`src/rtl/fifo_stream_reader.sv`:
```
// Read-side adapter for the synchronous FIFO: drains words into a 3-entry holding buffer
// and presents them as a valid/ready stream with m_last every FRAME_LEN words.
module fifo_stream_reader #(
  parameter int WIDTH     = 8,
  parameter int FRAME_LEN = 4
) (
  input  logic             clk,
  input  logic             rst,
  input  logic             fifo_empty,
  input  logic [WIDTH-1:0] fifo_dout,
  output logic             fifo_read,
  output logic             m_valid,
  input  logic             m_ready,
  output logic [WIDTH-1:0] m_data,
  output logic             m_last,
  output logic [15:0]      frame_cnt
);

  localparam int             BW        = (FRAME_LEN > 1) ? $clog2(FRAME_LEN) : 1;
  localparam logic [BW-1:0]  LAST_BEAT = BW'(FRAME_LEN - 1);

  logic             pend;
  logic [1:0]       occ;
  logic [1:0]       head;
  logic [1:0]       tail;
  logic [BW-1:0]    beat_cnt;
  logic [WIDTH-1:0] buffer [0:2];

  logic       pop;
  logic       at_last;
  logic [2:0] fill;

  function automatic logic [1:0] next_ptr(input logic [1:0] p);
    return (p == 2'd2) ? 2'd0 : p + 2'd1;
  endfunction

  // NOTE: every signal gets a value on every path through this block, so no latch is inferred.
  always_comb begin
    fill      = {1'b0, occ} + {2'b00, pend};
    // Counting the in-flight read keeps the buffer from overflowing without looking at m_ready.
    fifo_read = rst && !fifo_empty && (fill < 3'd3);
    m_valid   = (occ != 2'd0);
    m_data    = m_valid ? buffer[head] : '0;
    at_last   = (beat_cnt == LAST_BEAT);
    m_last    = m_valid && at_last;
    pop       = m_valid && m_ready;
  end

  // NOTE: sequential state uses non-blocking assignments so all registers update together at the edge.
  always_ff @(posedge clk) begin
    if (!rst) begin
      pend      <= 1'b0;
      occ       <= 2'd0;
      head      <= 2'd0;
      tail      <= 2'd0;
      beat_cnt  <= '0;
      frame_cnt <= 16'd0;
    end else begin
      pend <= fifo_read;
      occ  <= 2'(fill - {2'b00, pop});
      if (pend) tail <= next_ptr(tail);
      if (pop) begin
        head <= next_ptr(head);
        if (at_last) begin
          beat_cnt  <= '0;
          frame_cnt <= frame_cnt + 16'd1;
        end else begin
          beat_cnt <= beat_cnt + BW'(1);
        end
      end
    end
  end

  // NOTE: buffer storage has no reset; occ=0 masks stale contents and m_data is gated by m_valid.
  always_ff @(posedge clk) begin
    if (pend) buffer[tail] <= fifo_dout;
  end

endmodule

```
`config.mk`:
```
export PLATFORM = sky130hd
export DESIGN_NAME = fifo_stream_reader
export DESIGN_NICKNAME = d
export VERILOG_FILES = /design/src/rtl/fifo_stream_reader.sv
export SDC_FILE = /design/constraint.sdc
export NUM_CORES = 1
export LEC_CHECK = 0
export ABC_CLOCK_PERIOD_IN_PS = 4450
export CAP_MARGIN = 10
export CELL_PAD_IN_SITES_DETAIL_PLACEMENT = 1
export CELL_PAD_IN_SITES_GLOBAL_PLACEMENT = 1
export CORE_UTILIZATION = 43
export DETAILED_ROUTE_END_ITERATION = 10
export MAX_ROUTING_LAYER = met4
export PLACE_DENSITY_LB_ADDON = 0.15
export RECOVER_POWER = 25
export SYNTH_ARGS = -nofsm -noshare
export SYNTH_HDL_FRONTEND = slang
export SYNTH_SLANG_ARGS = --single-unit
```
`constraint.sdc`:
```
create_clock -name clk -period 4.45 [get_ports clk]
set_clock_uncertainty 0.15 [all_clocks]
set_input_delay 0.6675 -clock clk [delete_from_list [all_inputs] [get_ports clk]]
set_output_delay 0.6675 -clock clk [all_outputs]
set_load 0.01 [all_outputs]
```
==> results.py <==
metrics = {
    "outcome": {
        "status": "complete, but fails checks",
        "violations": "design-rule violations",
    },
    "setup_path": {
        "reg2reg_from": "beat_cnt[0]",
        "r2r_slack_ns": 2.20,
        "startpoint": "rst",
        "crit_type": "in2out",
        "crit_required_ns": 3.63,
        "crit_fanout": 25,
        "critPathSlowestCell": "clkdlybuf4s50_1",
        "cp_slowest_stage_delay_ns": 0.61,
        "crit_top_cell": "clkdlybuf4s50_1",
        "r2r_cells": 5,
        "crit_chain": "clkdlybuf4s50_1 > inv_1 > a2111oi_0 > clkdlybuf4s50_1",
        "end_kind": "output port",
        "r2r_end": "frame_cnt[14]",
        "cp-endpoint": "fifo_read",
        "critPathArrivalTime_ns": 2.60,
        "start_kind": "input pin",
    },
    "synth": {
        "netlist_instances": 189,
        "avgSynthCellArea_um2": 10.9,
        "synthDistinctLibCells": 28,
        "synth.yosys.seq_area_share_pct": 61.1,
        "synth_fp_nets": 206,
        "yosysWarnings": 0,
        "ys_ff_latch": 51,
        "netlist_area_mm2": 0.00207,
    },
    "cts": {
        "clkTransAtPathRegs_ns": 0.09,
        "cts_made_buffers": 5,
        "clk_path_buf_depth": 2,
        "clk_latency_ns": 0.31,
        "cts_tree": "yes",
        "ctsHoldBuffers": 0,
        "cts_resized": 0,
        "cts-root-buf": "clkbuf_8",
        "htree_levels": 2,
        "cts.sinks": 51,
        "post_cts_buffers": 0,
    },
    "final_layout": {
        "nNetsFinal": 247,
        "stdcell_count": 283,
        "antenna_cells": 0,
        "area_delta_synth_final_pct": 26.5,
        "drive_above_1_share_pct": 4.33,
        "multi_input_area_um2": 756,
        "num-fill-cells": 483,
        "regArea_mm2": 0.00126,
        "fin_area_mm2": 0.00261,
    },
    "timing": {
        "timing.fmax_mhz": 293,
        "hold_violations": 0,
        "slew_headroom_pct": 50.0,
        "min_period_ns": 3.41,
        "finalCritPeriodShare_pct": 76.7,
        "rsz0062_at_grt": "false",
        "maxSlewViolCount": 0,
        "setup_tns_ns": 0,
        "tightest_slew_ns": 0.748,
        "finalSetupViolCount": 0,
    },
    "power_and_ir_drop": {
        "power.switching_uw": 333,
        "p_leak_nw": 0.924,
        "p_comb_share_pct": 23.9,
        "swShare_pct": 28.5,
        "clkPwrFrac_pct": 27.6,
        "ir_drop_mv": 0.189,
        "seq_power_share_pct": 48.5,
        "pwr_density_cell_mw_per_mm2": 447,
        "p_int_uw": 835,
    },
    "placement": {
        "post_dp_cell_area_mm2": 0.00250,
        "place.gp.congestion": 0.751,
        "portBuffers": 38,
        "placed_cells": 275,
        "hpwlAfterDp_um": 3350,
    },
    "drt": {
        "routedWlPerCell_um": 16.6,
        "dr_total_vias": 1531,
        "drc_errors": 5,
        "antenna_left": 0,
        "first_iter_violations": 72,
        "dr.pass1.iters": 7,
        "avgViaCountPerCell": 5.41,
        "postRouteWirelength_um": 4700,
    },
    "min_path": {
        "hp-class": "reg2reg",
        "min_from": "frame_cnt[15]",
    },
    "global_routing": {
        "grt.total_usage_pct": 20.3,
        "grt_pass1_wl_um": 7560,
        "first_global_vias": 1579,
        "grt_overflow_total": 0,
        "grt_max_degree": 26,
        "antenna_found_initial": 0,
    },
    "run": {
        "drv_cap": 0,
    },
    "floorplanning": {
        "die_area_mm2": 0.00509,
        "num_io_pins": 39,
        "rows": 24,
        "die_w_um": 71.3,
        "core-area_mm2": 0.00447,
        "die_y_um": 71.3,
        "initial_utilization_pct": 46.2,
    },
}
-- logic make-up after synthesis --
logic type | after synthesis | share of synthesized area [%]
and+or+nand+nor | 70 | 16.1
AOI/OAI and AO/OA | 30 | 8.36
muxes | 10 | 4.85
buffers and inverters | 13 | 2.36
DFF | 51 | 61.1
xor gates and xnor gates | 10 | 4.24
adders and majority gates | 5 | 3.03
-- cell usage in the layout, fill, tap and decap left out, types with 2 or more instances in the layout --
| master | n |
|---|---|
| ha_1 | 5 |
| dfxtp_1 | 27 |
| and3_1 | 2 |
| a2111oi_0 | 2 |
| xnor2_1 | 5 |
| nor3_1 | 3 |
| nor2_1 | 33 |
| nand3_1 | 2 |
| mux2i_1 | 10 |
| edfxtp_1 | 24 |
| or3_1 | 7 |
| nor4_1 | 3 |
| clkdlybuf4s50_1 | 30 |
| o21ai_1 | 2 |
| inv_1 | 7 |
| dlygate4sd3_1 | 8 |
| xor2_1 | 5 |
| clkbuf_8 | 5 |
| nor3b_1 | 2 |
| o21ai_0 | 4 |
| a21oi_1 | 19 |
| nand2_1 | 10 |
| nand4_1 | 4 |
-- final cells by class --
type	instances	share of cell area (%)
Clock buffer	5	2.63
Clock inverter	3	1.68
Inverter	7	1.01
Multi-Input combinational cell	125	28.9
Sequential cell	51	48.3
Tap cell	52	2.49
Timing Repair Buffer	40	15.0
-- synth_stat cells --
cell	instances	area share [%]
mux2i_1	10	4.8
nand3_1	2	0.48
nand2b_1	1	0.30
edfxtp_1	24	35
or3_1	7	2.1
dfxtp_1	27	26
nand4bb_1	1	0.55
xor2_1	5	2.1
clkbuf_1	6	1.1
o21ai_1	2	0.48
and3_1	2	0.61
nand2_1	10	1.8
xnor2_1	5	2.1
nand4_1	4	1.2
or4_1	1	0.36
o21ai_0	4	0.97
a21oi_1	19	4.6
o211ai_2	1	0.61
nor4_1	3	0.91
nor2b_1	1	0.30
a2111oi_0	2	0.85
nor3_1	3	0.73
inv_1	7	1.3
o211a_1	1	0.48
o31ai_1	1	0.36
ha_1	5	3.0
nor2_1	33	6.0
nor3b_1	2	0.73
-- power by group through the flow --
stage               registers, mW  clock network (mW)  logic, mW
CTS                         0.567               0.331      0.287
detailed placement          0.578                   0      0.286
global route                0.573               0.349      0.312
finish                      0.566               0.323      0.279
floorplan                   0.555                   0      0.169
global placement            0.572                   0      0.271
-- worst max-delay path: cells and delay by family --
family	cells	cell delay (ns)
compound gates	1	0.49
buf+inv	3	1.44
-- routing by layer --
metal / vias up / part of all wire [%] / GRT usage [%]
met2: 32 / 53 / 37.2
met3: 7 / 3.1 / 3.09
met1: 737 / 42 / 21.7
met4: 0 / 1.6 / 8.22
met5: - / 0 / -
li1: 755 / - / -
-- worst min-delay path by stage --
| stage | to | slack, ns | depth (start not counted) |
|---|---|---|---|
| after floorplan | beat_cnt[1] | 0.32 | 2 |
| after global placement | frame_cnt[15] | 0.31 | 2 |
| after detailed placement | frame_cnt[15] | 0.33 | 2 |
| after CTS | frame_cnt[15] | 0.34 | 2 |
| after global routing | frame_cnt[15] | 0.37 | 2 |
| final | frame_cnt[15] | 0.34 | 2 |
-- state kept, by name, indices dropped and copies added, names as in the netlist, named ones only --
register and cells:
occ 2, beat_cnt 2, pend 1, tail 2
buffer 24, head 2, frame_cnt 16
-- per-stage QoR --
stage                     hold slack, ns  util, %  total power [mW]  worst slack [ns]
after detailed placement           0.327     56.0             0.864             0.987
after global routing               0.365     58.4              1.23             0.892
after global placement             0.305     56.0             0.844              1.08
after floorplan                    0.318        -             0.724              2.15
final                              0.342     58.4              1.17              1.04
after CTS                          0.345     58.5              1.18             0.996
Note: power is estimated with default switching activity, not from simulation.
